==> config.mk <==
export PLATFORM = sky130hd
export DESIGN_NAME = keccak_block_padder
export DESIGN_NICKNAME = d
export VERILOG_FILES = /design/src/rtl/keccak_block_padder.sv
export SDC_FILE = /design/constraint.sdc
export NUM_CORES = 1
export LEC_CHECK = 0
export BUFFER_PORTS_ARGS = -buffer_cell sky130_fd_sc_hd__buf_2
export CAP_MARGIN = 20
export CORE_UTILIZATION = 30
export CTS_CLUSTER_SIZE = 28
export DETAILED_ROUTE_END_ITERATION = 12
export GPL_TIMING_DRIVEN = 0
export RECOVER_POWER = 50
export REMOVE_ABC_BUFFERS = 1
export SETUP_SLACK_MARGIN = 0.5
export SLEW_MARGIN = 20
export SYNTH_ARGS = -nofsm -noshare
export SYNTH_HDL_FRONTEND = slang
export SYNTH_SLANG_ARGS = --single-unit
==> constraint.sdc <==
create_clock -name clk -period 1.4 [get_ports clk]
set_input_delay 0.14 -clock clk [delete_from_list [all_inputs] [get_ports clk]]
set_output_delay 0.14 -clock clk [all_outputs]
set_load 0.005 [all_outputs]
==> src/rtl/keccak_block_padder.sv <==
// Packs message words into rate blocks and applies SHA3 multi-rate padding after the last byte.
// Latency: out_ready rises 1 + (WORDS - cnt_after_last_accept) cycles after the last word is taken.
// Backpressure: buffer_full holds the source off outside FILL; a word offered then is dropped and must be held.
module keccak_block_padder #(
    parameter int          RATE_BITS = 576,
    parameter int          WORD_W    = 32,
    parameter logic [7:0]  DOMAIN    = 8'h06
) (
    input  logic                  clk,
    input  logic                  reset,
    input  logic [WORD_W-1:0]     in,
    input  logic                  in_ready,
    input  logic                  is_last,
    input  logic [1:0]            byte_num,
    output logic                  buffer_full,
    output logic [RATE_BITS-1:0]  out,
    output logic                  out_ready,
    input  logic                  f_ack
);

    localparam int WORDS = RATE_BITS / WORD_W;
    localparam int CNT_W = $clog2(WORDS + 1);
    localparam logic [CNT_W-1:0] LAST_IDX  = CNT_W'(WORDS - 1);
    localparam logic [CNT_W-1:0] WORDS_CNT = CNT_W'(WORDS);

    typedef enum logic [1:0] {
        FILL = 2'd0,
        PAD  = 2'd1,
        FULL = 2'd2,
        DONE = 2'd3
    } state_t;

    state_t            state, state_nxt;
    logic [CNT_W-1:0]  cnt, cnt_nxt;
    logic              pad_done, pad_done_nxt;
    logic              shift_en;
    logic [WORD_W-1:0] word;
    logic [WORD_W-1:0] data_mask;
    logic [WORD_W-1:0] dom_word;
    logic [WORD_W-1:0] last_word;

    assign buffer_full = (state != FILL);

    // Keep the first byte_num bytes, then the domain byte, zeros after it.
    always_comb begin
        data_mask = ~({WORD_W{1'b1}} >> (8 * byte_num));
        dom_word  = {DOMAIN, {(WORD_W-8){1'b0}}} >> (8 * byte_num);
        last_word = (in & data_mask) | dom_word;
        if (cnt == LAST_IDX) begin
            last_word[7:0] = last_word[7:0] | 8'h80;
        end
    end

    always_comb begin
        state_nxt    = state;
        cnt_nxt      = cnt;
        pad_done_nxt = pad_done;
        shift_en     = 1'b0;
        word         = '0;
        case (state)
            FILL: begin
                if (in_ready) begin
                    shift_en = 1'b1;
                    cnt_nxt  = cnt + 1'b1;
                    if (is_last) begin
                        word         = last_word;
                        pad_done_nxt = 1'b1;
                        state_nxt    = (cnt_nxt == WORDS_CNT) ? FULL : PAD;
                    end else begin
                        word      = in;
                        state_nxt = (cnt_nxt == WORDS_CNT) ? FULL : FILL;
                    end
                end
            end
            PAD: begin
                shift_en = 1'b1;
                cnt_nxt  = cnt + 1'b1;
                if (cnt == LAST_IDX) begin
                    word      = {{(WORD_W-8){1'b0}}, 8'h80};
                    state_nxt = FULL;
                end
            end
            FULL: begin
                if (f_ack) begin
                    cnt_nxt   = '0;
                    state_nxt = pad_done ? DONE : FILL;
                end
            end
            default: begin
                state_nxt = DONE;
            end
        endcase
    end

    always_ff @(posedge clk or negedge reset) begin
        if (!reset) begin
            state     <= FILL;
            cnt       <= '0;
            pad_done  <= 1'b0;
            out       <= '0;
            out_ready <= 1'b0;
        end else begin
            state     <= state_nxt;
            cnt       <= cnt_nxt;
            pad_done  <= pad_done_nxt;
            out_ready <= (state_nxt == FULL);
            if (shift_en) begin
                out <= {out[RATE_BITS-WORD_W-1:0], word};
            end
        end
    end

endmodule

==> metrics.txt <==
# TYPE chip_impl_metric gauge
chip_impl_info{name="cts-root-buf",value="clkbuf_16"} 1
chip_impl_metric{name="synth.yosys.seq_area_share",unit="%"} 66.4
chip_impl_metric{name="drt_pre_antenna_iters",unit=""} 7
chip_impl_metric{name="area_overhead_of_the_layout_relative_to_synthesis",unit="%"} 51.0
chip_impl_metric{name="netlist_area",unit="mm²"} 0.0220
chip_impl_metric{name="fin_cells",unit=""} 4261
chip_impl_metric{name="p_seq_share",unit="%"} 33.2
chip_impl_info{name="crit_path_end_kind",value="flip-flop"} 1
chip_impl_metric{name="finalWeightedCongestion",unit=""} 0.807
chip_impl_info{name="cp_cell_sequence",value="o21bai_4 > buf_6 > buf_16 > buf_16 > buf_16 > buf_16 > buf_12 > buf_16 > clkbuf_16 > nand2_2 > nand2_1"} 1
chip_impl_metric{name="initial_util",unit="%"} 30.3
chip_impl_metric{name="fin_crit",unit="ns"} 1.96
chip_impl_metric{name="grt_max_degree",unit=""} 94
chip_impl_info{name="synthFlopType",value="dfrtp_1"} 1
chip_impl_metric{name="clock_tree.buffer_depth",unit=""} 3
chip_impl_metric{name="rows",unit=""} 99
chip_impl_metric{name="routed_via_density",unit=""} 4.57
chip_impl_metric{name="totalPowerFinal",unit="mW"} 69.5
chip_impl_metric{name="ys_types",unit=""} 32
chip_impl_metric{name="clkTransAtPathRegs",unit="ns"} 0.06
chip_impl_metric{name="postSynthAreaPerCell",unit="µm²"} 8.96
chip_impl_metric{name="clk-insertion-delay-late",unit="ns"} 0.61
chip_impl_info{name="critical_path.most_common_cell",value="buf_16"} 1
chip_impl_metric{name="worstPathArrival",unit="ns"} 2.44
chip_impl_metric{name="clock_sink_count",unit=""} 585
chip_impl_metric{name="worst_hold_slack",unit="ns"} -0.463
chip_impl_metric{name="synth-async-reset-ratio",unit="%"} 100
chip_impl_metric{name="globalRoute.totalOverflow",unit=""} 0
chip_impl_metric{name="drtAntennaViolNets",unit=""} 0
chip_impl_metric{name="crit_buf_inv",unit=""} 8
chip_impl_metric{name="track_usage",unit="%"} 18.9
chip_impl_metric{name="dp_hpwl",unit="µm"} 45900
chip_impl_metric{name="num-nets-final",unit=""} 3295
chip_impl_metric{name="cts_max_level",unit=""} 3
chip_impl_info{name="timing.rr.start",value="state[1]"} 1
chip_impl_metric{name="maximum_frequency_from_static_timing_analysis",unit="MHz"} 509
chip_impl_metric{name="fin_tns_setup",unit="ns"} -244.27
chip_impl_metric{name="pwr-share-clk",unit="%"} 26.6
chip_impl_metric{name="routedWlPerCell",unit="µm"} 18.2
chip_impl_metric{name="final_max_slew_viol_count",unit=""} 0
chip_impl_metric{name="post-place-cells",unit=""} 3945
chip_impl_metric{name="cp_max_fo",unit=""} 7
chip_impl_metric{name="yosys_register_bits",unit=""} 585
chip_impl_metric{name="ir_worst_vdd",unit="mV"} 1.42
chip_impl_metric{name="fin_crit_sh",unit="%"} 140
chip_impl_info{name="setup.worst_path.class",value="reg -> reg"} 1
chip_impl_metric{name="synth_enable_flop_cells",unit=""} 0
chip_impl_info{name="status",value="complete, but fails checks"} 1
chip_impl_metric{name="required",unit="ns"} 1.88
chip_impl_metric{name="comb_power_share",unit="%"} 40.2
chip_impl_metric{name="timing_hold_violations_final",unit=""} 87
chip_impl_info{name="worst_path_max_delay_cell",value="dfrtp_2"} 1
chip_impl_info{name="violations_in_the_final_reports",value="hold timing, setup timing"} 1
chip_impl_info{name="rsz0062_at_grt",value="yes"} 1
chip_impl_metric{name="wire_length_of_the_first_global_routing_pass",unit="µm"} 110000
chip_impl_metric{name="detailedPlace.worstSlack",unit="ns"} -1.46
chip_impl_metric{name="pin_count",unit=""} 617
chip_impl_metric{name="place.port_buffers",unit=""} 616
chip_impl_metric{name="synth.yosys.warnings",unit=""} 0
chip_impl_metric{name="vias",unit=""} 19500
chip_impl_metric{name="internal_power",unit="mW"} 45.2
chip_impl_metric{name="sw_frac_of_total",unit="%"} 35.0
chip_impl_info{name="layout.cells.most_common",value="nand2_1"} 1
chip_impl_metric{name="route.final.wire_length",unit="µm"} 77600
chip_impl_metric{name="total_leakage_power",unit="nW"} 20.1
chip_impl_info{name="top_family_by_delay_on_critical_path",value="buffers and inverters"} 1
chip_impl_metric{name="core",unit="mm²"} 0.0728
chip_impl_metric{name="die_width",unit="µm"} 273
chip_impl_metric{name="net-switching-power",unit="mW"} 24.3
chip_impl_metric{name="grt_pass1_vias",unit=""} 17900
chip_impl_metric{name="antenna_violations_before_repair",unit=""} 1
chip_impl_metric{name="power_density",unit="mW/mm²"} 2090
chip_impl_metric{name="timing.clock.skew",unit="ns"} 0.0280
chip_impl_metric{name="die_area",unit="mm²"} 0.0746
chip_impl_info{name="timing.hold.worst.class",value="in -> async"} 1
chip_impl_metric{name="die_height",unit="µm"} 273
chip_impl_metric{name="drt_drc_violations_left",unit=""} 0
chip_impl_metric{name="setup_viol",unit=""} 760
chip_impl_metric{name="timing.final.ws_setup",unit="ns"} -0.565
chip_impl_info{name="most_frequent_cells_in_the_layout",value="1431 x nand2_1, 610 x buf_2, 583 x dfrtp_1, 150 x nand2_2, 101 x clkbuf_16"} 1
chip_impl_metric{name="final_layout_size_suffix_gt1_share",unit="%"} 34.9
chip_impl_metric{name="timing.slew.headroom",unit="%"} 45.5
chip_impl_metric{name="timing_worst_slew_pin_value",unit="ns"} 0.818
chip_impl_metric{name="numCtsBuffers",unit=""} 69
chip_impl_info{name="start_kind",value="flip-flop"} 1
chip_impl_info{name="tritoncts",value="yes"} 1
chip_impl_metric{name="max_cap_violations",unit=""} 0
chip_impl_metric{name="num_antenna_cells",unit=""} 0
chip_impl_metric{name="drt_iter0_markers",unit=""} 1273
chip_impl_info{name="worstSetupStartpoint",value="state[1]"} 1
chip_impl_metric{name="synthCells",unit=""} 2460
chip_impl_metric{name="slowest_delay",unit="ns"} 0.43
## logic make-up (layout without fill, tap and decap cells)
logic type               after synthesis  in the layout  share of synthesized area [%]
AO/OA/AOI/OAI                         60             61                           1.93
XOR/XNOR                               1              1                         0.0397
adder cells (fa/ha/maj)                2              2                          0.113
buffers and inverters                134            975                           2.69
flip-flops                           585            585                           66.4
AND/OR/NAND/NOR                     1678           1678                           28.8
## through the flow
step                instance area (µm²)  hold WS [ns]  utilization (%)
floorplan                         21500        -0.156                -
global placement                  25800         0.357             35.4
detailed placement                26700         0.201             36.7
CTS                               31100        -0.470             42.7
global route                      33300        -0.423             45.7
finish                            33300        -0.463             45.7
## layout make-up
type                    count  area [µm²]
clock inverters            22         318
inverters                   5        18.8
well taps                 959        1200
clock buffers              97        2010
repair buffers            851        7250
multi-input cells        1742        7840
fillers                  6883       39600
flip-flops and latches    585       14600
## sequential cells by signal, summed over array words and instances, names as in the netlist
| signal | count |
|---|---|
| pad_done | 1 |
| cnt | 5 |
| state | 2 |
| out | 576 |
| out_ready | 1 |
## power groups by stage
stage	Sequential [mW]	Combinational [mW]	Clock [mW]
global placement	19.5	4.14	0
finish	23.1	27.9	18.5
floorplan	20.1	2.16	0
detailed placement	22.9	15.7	0
global route	23.5	29.6	19.6
CTS	22.7	22.3	19.0
## cells in the mapped netlist (2+ instances only)
cell type / instances / area share [%]
nand3_1: 2 / 0.045
inv_1: 5 / 0.085
dfrtp_1: 585 / 66
a41oi_1: 2 / 0.079
a22o_1: 24 / 0.95
clkbuf_1: 45 / 0.77
o21a_1: 2 / 0.068
nor3b_1: 2 / 0.068
a21oi_1: 6 / 0.14
o21bai_1: 2 / 0.068
nor2b_1: 3 / 0.085
nand2_1: 1653 / 28
nor2_1: 8 / 0.14
or2_2: 2 / 0.057
o21ai_0: 17 / 0.39
a31oi_1: 2 / 0.057
nor2_2: 2 / 0.057
ha_1: 2 / 0.11
buf_1: 12 / 0.20
buf_2: 72 / 1.6
## final timing paths
path	slack, ns	depth (start not counted)	end
worst max-delay path	-0.56	11	out[196]
worst min-delay path	-0.46	1	out[349]
worst max register to register	-0.56	11	out[196]
worst min register to register	0.46	2	out[498]
max in group asynchronous	-0.19	4	out[154]
min in group clk	0.08	3	out[7]
## layer usage
| metal | vias to the layer above | wire [µm] | GRT usage, % |
|---|---|---|---|
| li1 | 9159 | - | - |
| met1 | 9523 | 32100 | 24.4 |
| met2 | 634 | 37800 | 30.8 |
| met3 | 162 | 4390 | 3.42 |
| met4 | 0 | 3240 | 8.60 |
| met5 | - | 0 | 0 |
## what timing repair did
action | 4_1_cts | 5_1_grt
hold buffers | 39 | 2
cloned | 34 | 34
setup buffers | 39 | 49
hold endpoints to repair | 119 | 83
resized for setup | 106 | 300
pin swaps | 115 | 192
endpoints found under the setup margin | 1431 | 1521
No activity file was read; power rests on OpenSTA's default activity.
